<file path="config.mk">
export PLATFORM = sky130hd
export DESIGN_NAME = seg7_count_display
export DESIGN_NICKNAME = d
export VERILOG_FILES = /design/src/rtl/seg7_pkg.sv /design/src/rtl/hex_to_seg7.sv /design/src/rtl/seg7_count_display.sv
export SDC_FILE = /design/constraint.sdc
export NUM_CORES = 1
export LEC_CHECK = 0
export CORE_ASPECT_RATIO = 1.75
export CORE_MARGIN = 3
export CORE_UTILIZATION = 30
export CTS_CLUSTER_DIAMETER = 100
export CTS_CLUSTER_SIZE = 30
export DETAILED_ROUTE_END_ITERATION = 12
export PLACE_DENSITY = 0.58
export SLEW_MARGIN = 20
export SYNTH_ARGS = -nofsm -noshare
export SYNTH_HDL_FRONTEND = slang
export SYNTH_SLANG_ARGS = --single-unit
</file>
<file path="constraint.sdc">
create_clock -name clk -period 2.1 [get_ports clk]
set_input_delay 0.21 -clock clk [delete_from_list [all_inputs] [get_ports clk]]
set_output_delay 0.21 -clock clk [all_outputs]
set_load 0.02 [all_outputs]
</file>
<file path="src/rtl/seg7_pkg.sv">
// Shared definitions for the two-digit seven-segment count display:
// scan state encoding, anode/segment constants and the hex glyph table.
package seg7_pkg;

  typedef enum logic [1:0] {
    SHOW0  = 2'd0,
    BLANK0 = 2'd1,
    SHOW1  = 2'd2,
    BLANK1 = 2'd3
  } scan_state_e;

  localparam logic [6:0] SEG_BLANK = 7'h7F;
  localparam logic [1:0] AN_OFF    = 2'b11;
  localparam logic [1:0] AN_DIG0   = 2'b10;
  localparam logic [1:0] AN_DIG1   = 2'b01;

  // Active-low glyphs, bit 0 = segment a, bit 6 = segment g; index = hex value.
  localparam logic [15:0][6:0] HEX_GLYPH = {
    7'h0E,  // F
    7'h06,  // E
    7'h21,  // d
    7'h46,  // C
    7'h03,  // b
    7'h08,  // A
    7'h10,  // 9
    7'h00,  // 8
    7'h78,  // 7
    7'h02,  // 6
    7'h12,  // 5
    7'h19,  // 4
    7'h30,  // 3
    7'h24,  // 2
    7'h79,  // 1
    7'h40   // 0
  };

endpackage

</file>
<file path="src/rtl/hex_to_seg7.sv">
// Combinational 4-bit hex to active-low seven-segment decoder.
module hex_to_seg7
  import seg7_pkg::*;
(
  input  logic [3:0] hex_i,
  output logic [6:0] seg_n_o
);

  assign seg_n_o = HEX_GLYPH[hex_i];

endmodule

</file>
<file path="src/rtl/seg7_count_display.sv">
// Display stage for the divided-clock counter: synchronises div_clk_in,
// captures count_in on its rising edge, counts wrap-arounds and scans two
// active-low digits (digit 0 = count, digit 1 = wraps) with blanking gaps.
//
// Optional feature macro: SEG7_DP_EN -- heartbeat on digit 0's decimal
// point, toggled on every capture. Undefined: dp_n tied high.
//
// state  | meaning
// SHOW0  | digit 0 lit with current count, REFRESH_CYCLES cycles
// BLANK0 | all anodes off, BLANK_CYCLES cycles
// SHOW1  | digit 1 lit with wrap count, REFRESH_CYCLES cycles
// BLANK1 | all anodes off, BLANK_CYCLES cycles (reset state)
module seg7_count_display
  import seg7_pkg::*;
#(
  parameter int REFRESH_CYCLES = 100000,
  parameter int BLANK_CYCLES   = 1000
) (
  input  logic       clk,
  input  logic       rst,
  input  logic       div_clk_in,
  input  logic [3:0] count_in,
  output logic [6:0] seg_n,
  output logic       dp_n,
  output logic [1:0] an_n,
  output logic [3:0] count_val,
  output logic [3:0] wrap_cnt,
  output logic       sample_pulse
);

  localparam int PHASE_MAX = (REFRESH_CYCLES > BLANK_CYCLES) ? REFRESH_CYCLES : BLANK_CYCLES;
  localparam int PHASE_W   = $clog2(PHASE_MAX);
  localparam logic [PHASE_W-1:0] SHOW_LAST  = PHASE_W'(REFRESH_CYCLES - 1);
  localparam logic [PHASE_W-1:0] BLANK_LAST = PHASE_W'(BLANK_CYCLES - 1);

  logic               sync1_q, sync2_q, hist_q;
  logic               rise;
  logic [3:0]         count_val_q, count_val_d;
  logic [3:0]         wrap_cnt_q, wrap_cnt_d;
  logic               sample_pulse_q;
  scan_state_e        state_q;
  logic [PHASE_W-1:0] phase_q;
  logic [PHASE_W-1:0] phase_last;
  logic [3:0]         digit;
  logic [6:0]         glyph;
  logic [6:0]         seg_q;
  logic [1:0]         an_q;

  // Two-flop synchroniser plus a history flop for rising-edge detection.
  always_ff @(posedge clk) begin
    if (rst) begin
      sync1_q <= 1'b0;
      sync2_q <= 1'b0;
      hist_q  <= 1'b0;
    end else begin
      sync1_q <= div_clk_in;
      sync2_q <= sync1_q;
      hist_q  <= sync2_q;
    end
  end

  assign rise = sync2_q & ~hist_q;

  // Next count and wrap values; a smaller new value means the counter wrapped.
  always_comb begin
    count_val_d = count_val_q;
    wrap_cnt_d  = wrap_cnt_q;
    if (rise) begin
      count_val_d = count_in;
      if (count_in < count_val_q) begin
        wrap_cnt_d = wrap_cnt_q + 4'd1;
      end
    end
  end

  // Capture registers and the one-cycle capture strobe.
  always_ff @(posedge clk) begin
    if (rst) begin
      count_val_q    <= 4'd0;
      wrap_cnt_q     <= 4'd0;
      sample_pulse_q <= 1'b0;
    end else begin
      count_val_q    <= count_val_d;
      wrap_cnt_q     <= wrap_cnt_d;
      sample_pulse_q <= rise;
    end
  end

  // Select the dwell length of the current state and the digit to decode.
  always_comb begin
    phase_last = BLANK_LAST;
    digit      = count_val_q;
    if (state_q == SHOW0 || state_q == SHOW1) begin
      phase_last = SHOW_LAST;
    end
    if (state_q == SHOW1) begin
      digit = wrap_cnt_q;
    end
  end

  hex_to_seg7 u_hex_to_seg7 (
    .hex_i   (digit),
    .seg_n_o (glyph)
  );

  // Scan FSM with phase counter and registered anode/segment outputs.
  always_ff @(posedge clk) begin
    if (rst) begin
      state_q <= BLANK1;
      phase_q <= '0;
      seg_q   <= SEG_BLANK;
      an_q    <= AN_OFF;
    end else begin
      if (phase_q == phase_last) begin
        phase_q <= '0;
        unique case (state_q)
          SHOW0:   state_q <= BLANK0;
          BLANK0:  state_q <= SHOW1;
          SHOW1:   state_q <= BLANK1;
          default: state_q <= SHOW0;
        endcase
      end else begin
        phase_q <= phase_q + 1'b1;
      end

      unique case (state_q)
        SHOW0: begin
          an_q  <= AN_DIG0;
          seg_q <= glyph;
        end
        SHOW1: begin
          an_q  <= AN_DIG1;
          seg_q <= glyph;
        end
        default: begin
          an_q  <= AN_OFF;
          seg_q <= SEG_BLANK;
        end
      endcase
    end
  end

`ifdef SEG7_DP_EN
  logic hb_q;
  logic dp_q;

  // Heartbeat flag flips per capture and lights digit 0's decimal point.
  always_ff @(posedge clk) begin
    if (rst) begin
      hb_q <= 1'b0;
      dp_q <= 1'b1;
    end else begin
      if (sample_pulse_q) begin
        hb_q <= ~hb_q;
      end
      dp_q <= ~((state_q == SHOW0) && hb_q);
    end
  end

  assign dp_n = dp_q;
`else
  assign dp_n = 1'b1;
`endif

  assign seg_n        = seg_q;
  assign an_n         = an_q;
  assign count_val    = count_val_q;
  assign wrap_cnt     = wrap_cnt_q;
  assign sample_pulse = sample_pulse_q;

endmodule

</file>
==> out/qor.csv <==
metric;value;unit
status;finished, final reports clean;
Final #Nets;271;
Min-Delay Path Class;reg -> reg;
count leader, synth;dfxtp_1;
met3 usage;2.72;%
Max Cap Viol;0;
crit path buf inv count;1;
fmax;0.527;GHz
largest net degree at the start of global routing;18;
drt wl/cell;11.2;um
cell taking the most area after synthesis;dfxtp_1;
delay-heaviest family, CP;adder cells;
M2 GR Usage;19.6;%
critical path type;reg -> reg;
Pwr Density;630;nW/um2
Pint;0.00117;W
Clk Latency, worst-skew pair;0.30;ns
H-tree depth;2;
CP arrival;2.05;ns
crit path max-delay cell type;mux2_2;
Iter 0 DRT Violations;127;
Reg clk slew, reported paths;0.08;ns
met1 usage;12.3;%
register share of total power;51.5;%
I/O pin cnt;26;
initial antenna violation count;0;
Non-Filler Instances;328;
Layout Skew;0.00689;ns
Vias;1547;
Post-DP HPWL;2820;um
worst-path cell chain;inv_1, ha_1, mux2_2, ha_1, nor2b_1, a21oi_1, o221ai_1;
fill count;618;
post-CTS setup buffers;0;
global placer's final weighted congestion;0.772;
DRC;0;
via-per-instance ratio;4.72;
placed cells;320;
total clock buffers created by CTS;5;
gr usage total;11.2;%
Lkg Pwr;0.927;nW
synth top area cells;dfxtp_1 42%, ha_1 9.8%, nor2_1 5.9%;
Root Driver;clkbuf_8;
final WL;3690;um
Worst Tran Pin Value;0.510;ns
remaining global-route overflow;0;
initial core utilization;31.8;%
die width;66.4;um
CTS sink cnt;40;
die area;7410;um2
Unique masters post-synth;35;
most frequent CP cell;ha_1;
Die Height;112;um
Yosys warning count;0;
VDD IR max;0.330;mV
critical path capture point type;flop;
most frequent cells after synthesis;40 x dfxtp_1, 30 x nor2_1, 22 x nand2_1, 15 x ha_1;
number of synthesized flops with an enable pin;0;
Clk pwr share;41.9;%
first-pass GRT wire length;6560;um
vias in the first global route;1454;
IO buf count;24;
Core ar.;6020;um2
fraction of registers with async set/reset;0;%
Switching Share;22.7;%
Syn Area/Cell;8.86;um2
RSZ-0062 raised after global routing;no;
setup_tns;0;ns
Area growth syn-to-layout;25.1;%
Bufs on Longest Clock Path;2;
# setup viols final;0;
share of cells above drive strength 1;9.20;%
Net Sw Power;0.000342;W
Comb pwr share;6.6;%
crit path max fanout;6;
gr busiest metal;met2;
ant diodes;0;
post-synth net total;238;
slowest stage delay, CP;0.41;ns
Max Slew Vio Count;0;
cell area after synthesis;1910;um2
row count;37;
endpoints failing hold;0;
post-synthesis sequential area ratio;41.9;%
clock period minus worst slack;1.90;ns
CP startpoint kind;flop;
Synth top area share;41.9;%
Final ANT Viol Nets;0;
Data required, critical path;2.25;ns
CTS tree;built;
Tcrit/Tclk final;90.4;%
FF+latch count, synth;40;
drt pass-1 iters;4;
Final Util;39.8;%
Max-slew headroom;65.7;%
Top FF cell, synth;dfxtp_1;
Mapped Cells;216;
[what timing repair did]
| item | CTS | global route |
|---|---|---|
| gates resized for setup | 0 | 3 |
| hold endpoints to repair | 0 | 0 |
| endpoints found under the setup margin | 0 | 5 |
| hold buffers | 0 | 0 |
[cells by family after synthesis]
| kind of cell | after synthesis | synth area share (%) |
|---|---|---|
| xor gates and xnor gates | 18 | 8.24 |
| adders and majority gates | 15 | 9.81 |
| buffers and inverters | 16 | 4.58 |
| other | 1 | 0.196 |
| AOI/OAI and AO/OA | 29 | 9.61 |
| DFF | 40 | 41.9 |
| and+or+nand+nor | 93 | 23.5 |
| muxes | 4 | 2.22 |
[power by group through the flow]
stage	registers (W)	clock network, W	logic [W]
3_5_place_dp	0.000795	0	0.0000990
4_1_cts	0.000777	0.000653	0.0000995
5_1_grt	0.000779	0.000678	0.000111
3_3_place_gp	0.000795	0	0.0000982
6_report	0.000777	0.000632	0.0000991
2_1_floorplan	0.000798	0	0.0000614
[cell type report]
class	instances	area, um2	share of cell area (%)
repair buffers	33	320	13.4
well taps	78	97.6	4.08
multi-input cells	160	1030	43.0
inverters	9	33.8	1.41
flip-flops and latches	40	802	33.5
clock buffers	5	68.8	2.88
clock inverters	3	42.5	1.78
[metrics by stage]
step | hold WS, ns | worst slack, ns | instance area [um2] | power, W
global placement | 0.422 | 0.111 | 2280 | 0.000893
finish | 0.441 | 0.202 | 2390 | 0.00151
CTS | 0.446 | 0.119 | 2390 | 0.00153
floorplan | 0.338 | 0.0788 | 1910 | 0.000860
global route | 0.460 | 0.0193 | 2390 | 0.00157
detailed placement | 0.429 | 0.141 | 2280 | 0.000894
[path summary, 6_finish.rpt]
kind	startpoint	cells after the start	to	slack, ns
hold reg to reg	hist_q	1	sample_pulse	0.44
hold / removal	hist_q	1	sample_pulse	0.44
setup / recovery	state_q[0]	7	seg_n[5]	0.20
setup reg to reg	state_q[0]	7	seg_n[5]	0.20
[routing by layer]
layer  wire length [um]  part of all wire [%]  up-vias
met4                 95                   2.6        0
li1                   -                     -      795
met3                133                   3.6        9
met2               1970                    54       35
met1               1480                    40      708
met5                  0                     0        -
[registers in the layout (all words and copies together), names as in the netlist]
register and count:
wrap_cnt 4, phase_q 17, sync2_q 1, sample_pulse 1, hist_q 1, an_n 2
sync1_q 1, state_q 2, seg_n 7, count_val 4
[cell usage in the layout, fill, tap and decap left out, types with 3 or more instances in the layout]
| cell | netlist | layout |
|---|---|---|
| nand2_1 | 22 | 22 |
| xnor2_1 | 8 | 8 |
| nand3_1 | 9 | 9 |
| nand4_1 | 4 | 4 |
| dfxtp_1 | 40 | 39 |
| a21oi_1 | 10 | 10 |
| nor3_1 | 3 | 3 |
| nor4_1 | 3 | 3 |
| clkbuf_8 | 0 | 5 |
| and3_1 | 6 | 6 |
| nand2b_1 | 5 | 5 |
| ha_1 | 15 | 15 |
| o211ai_1 | 3 | 3 |
| clkdlybuf4s50_1 | 0 | 24 |
| nor2_1 | 30 | 30 |
| nor2b_1 | 6 | 6 |
| o21ai_0 | 8 | 6 |
| buf_4 | 1 | 8 |
| xor2_1 | 10 | 10 |
| inv_1 | 9 | 9 |
No activity file was read; power rests on OpenSTA's default activity.
==> RTL edit, RTL diff (same flow settings) <==
The 4 states of `scan_state_e` get a one-hot encoding in 4 bits.
--- a/src/rtl/seg7_pkg.sv
+++ b/src/rtl/seg7_pkg.sv
@@ -2,11 +2,11 @@
 // scan state encoding, anode/segment constants and the hex glyph table.
 package seg7_pkg;
 
-  typedef enum logic [1:0] {
-    SHOW0  = 2'd0,
-    BLANK0 = 2'd1,
-    SHOW1  = 2'd2,
-    BLANK1 = 2'd3
+  typedef enum logic [3:0] {
+    SHOW0  = 4'b0001,
+    BLANK0 = 4'b0010,
+    SHOW1  = 4'b0100,
+    BLANK1 = 4'b1000
   } scan_state_e;
 
   localparam logic [6:0] SEG_BLANK = 7'h7F;
Behaviour: no difference found for any inputs over 10 cycles, from zero or initial values and one cycle with rst high; not proved beyond that.
==> RTL edit against the original RTL <==
Count of clock-buffer cells in the layout up 2. Design area is 4.8% higher. Total power increased by 2.9%. Wire length rose by 14%. Sequential cell count increased by 2. Setup slack got worse by 0.12 ns. Combinational power barely moved. Critical path depth stayed put. Sequential power grew 5.0%. Synthesized area grew 5.0%. Highest routed layer unchanged.
==> RTL edit: results (changes against the original RTL) <==
Synth
  – Synth Area in Adders: 6.85% (was 9.81%)
  – Post-synthesis compound-gate area fraction: 9.22% (was 9.61%)
  – Share of cell area taken by muxes after synthesis: 4.61% (was 2.22%)
  – Post-synthesis net count: 240 (was 238)
  – Post-synth top cells: dfxtp_1 (42), nor2_1 (31), nand2_1 (19) (was dfxtp_1 (40), nor2_1 (30), nand2_1 (22))
  – Ranking of synthesized cells by area: dfxtp_1 (42%), ha_1 (6.8%), xor2_1 (6.5%) (was dfxtp_1 (42%), ha_1 (9.8%), nor2_1 (5.9%))
  – Register area share after synthesis: 41.8% (was 41.9%)
  – Xor and xnor area share after synthesis: 8.72% (was 8.24%)
  – Count of different cell masters after synthesis: 42 (was 35)

Final layout
  – Clock buffers: 7 (was 5)
  – FFs & Latches: 42 (was 40)
  – Multi-input gate count: 164 (was 160)
  – Clock network area share: 4.24% (was 4.65%)
  – Multi-input combinational cell area: 1100 um^2 (was 1030 um^2)
  – Sequential share of cell area: 33.5% (about the same)
  – Layout cells sized above 1: 9.38% (was 9.20%)
  – Fillers: 686 (was 618)
  – Final #Nets: 273 (was 271)
  – Non-Clock Buffer Count: 35 (was 33)
  – NonClk Buf Share: 13.4% (about the same)

Worst setup path
  – Worst Path Arrival: 2.23 ns (was 2.05 ns)
  – End of the worst register-to-register path: seg_n[4] (was seg_n[5])
  – Worst path max stage delay: 0.39 ns (was 0.41 ns)
  – R2R Path Start: state_q[3] (was state_q[0])
  – CP delay by family, top: simple AND/OR/NAND/NOR gates (was adder cells)
  – Flop2flop setup slack: 0.08 ns (was 0.20 ns)
  – CP max-delay cell: dfxtp_1 (was mux2_2)

GRT
  – Global-route track usage on met2: 22.4% (was 19.6%)
  – M3 GR Usage: 3.24% (was 2.72%)
  – Initial antenna violation count: 0 (unchanged)
  – Pin count of the biggest net entering global routing: 19 (was 18)
  – Gr usage total: 12.1% (was 11.2%)
  – First-pass GRT wire length: 7.05 mm (was 6.56 mm)
  – Vias in the first global route: 1,567 (was 1,454)
  – GR Util met1: 11.2% (was 12.3%)

Worst hold path
  – Worst hold start: sync1_q (was hist_q)
  – Worst Hold Endpoint: sync2_q (was sample_pulse)

Clock tree
  – CTS Root Cell: clkbuf_8 (unchanged)
  – Hold bufs inserted after CTS: 0 (unchanged)

Timing
  – Clock Skews: 0.0130 ns (was 0.00689 ns)
  – Maximum clock rate: 496 MHz (was 527 MHz)
  – Worst Tran Pin Value: 0.580 ns (was 0.510 ns)

Pwr
  – Leakage: 0.961 nW (was 0.927 nW)
  – VDD IR max: 0.000331 V (was 0.000330 V)

Drt
  – Final WL: 4.21 mm (was 3.69 mm)
  – Met1 wire length: 1.59 mm (was 1.48 mm)
  – DR vias/cell: 4.81 (was 4.72)
  – Initial DRC count: 48 (was 127)
  – Met2 WL: 2.32 mm (was 1.97 mm)

Placement
  – Place WS: 0.135 ns (was 0.141 ns)
  – GP Congestion: 0.768 (was 0.772)

Status
  – Outcome: finished, final reports clean (unchanged)
## RTL edit: cell types whose count changed after synthesis, moves of 3 or more
cell | unedited run | this run
and3_1 | 6 | 1
clkbuf_1 | 4 | 1
ha_1 | 15 | 11
mux2i_1 | 2 | 7
nand2_1 | 22 | 19
nor3_1 | 3 | 6
xnor2_1 | 8 | 5
xor2_1 | 10 | 15
## RTL edit: metrics by stage
step	utilization (%)	instance area, um^2	setup TNS [ns]	power, mW	instances
after floorplan	-	2030	0	0.896	222
after global placement	37.6	2390	0	0.934	327
after detailed placement	37.6	2390	0	0.935	327
after CTS	39.3	2500	0	1.58	335
after global routing	39.4	2510	-0.00518	1.62	336
final	39.4	2510	0	1.55	336
## RTL edit: power by group
part / internal, mW / leakage, nW / switching, mW
combinational: 0.0457 / 0.568 / 0.0534
sequential: 0.807 / 0.340 / 0.00894
clock: 0.356 / 0.0524 / 0.281
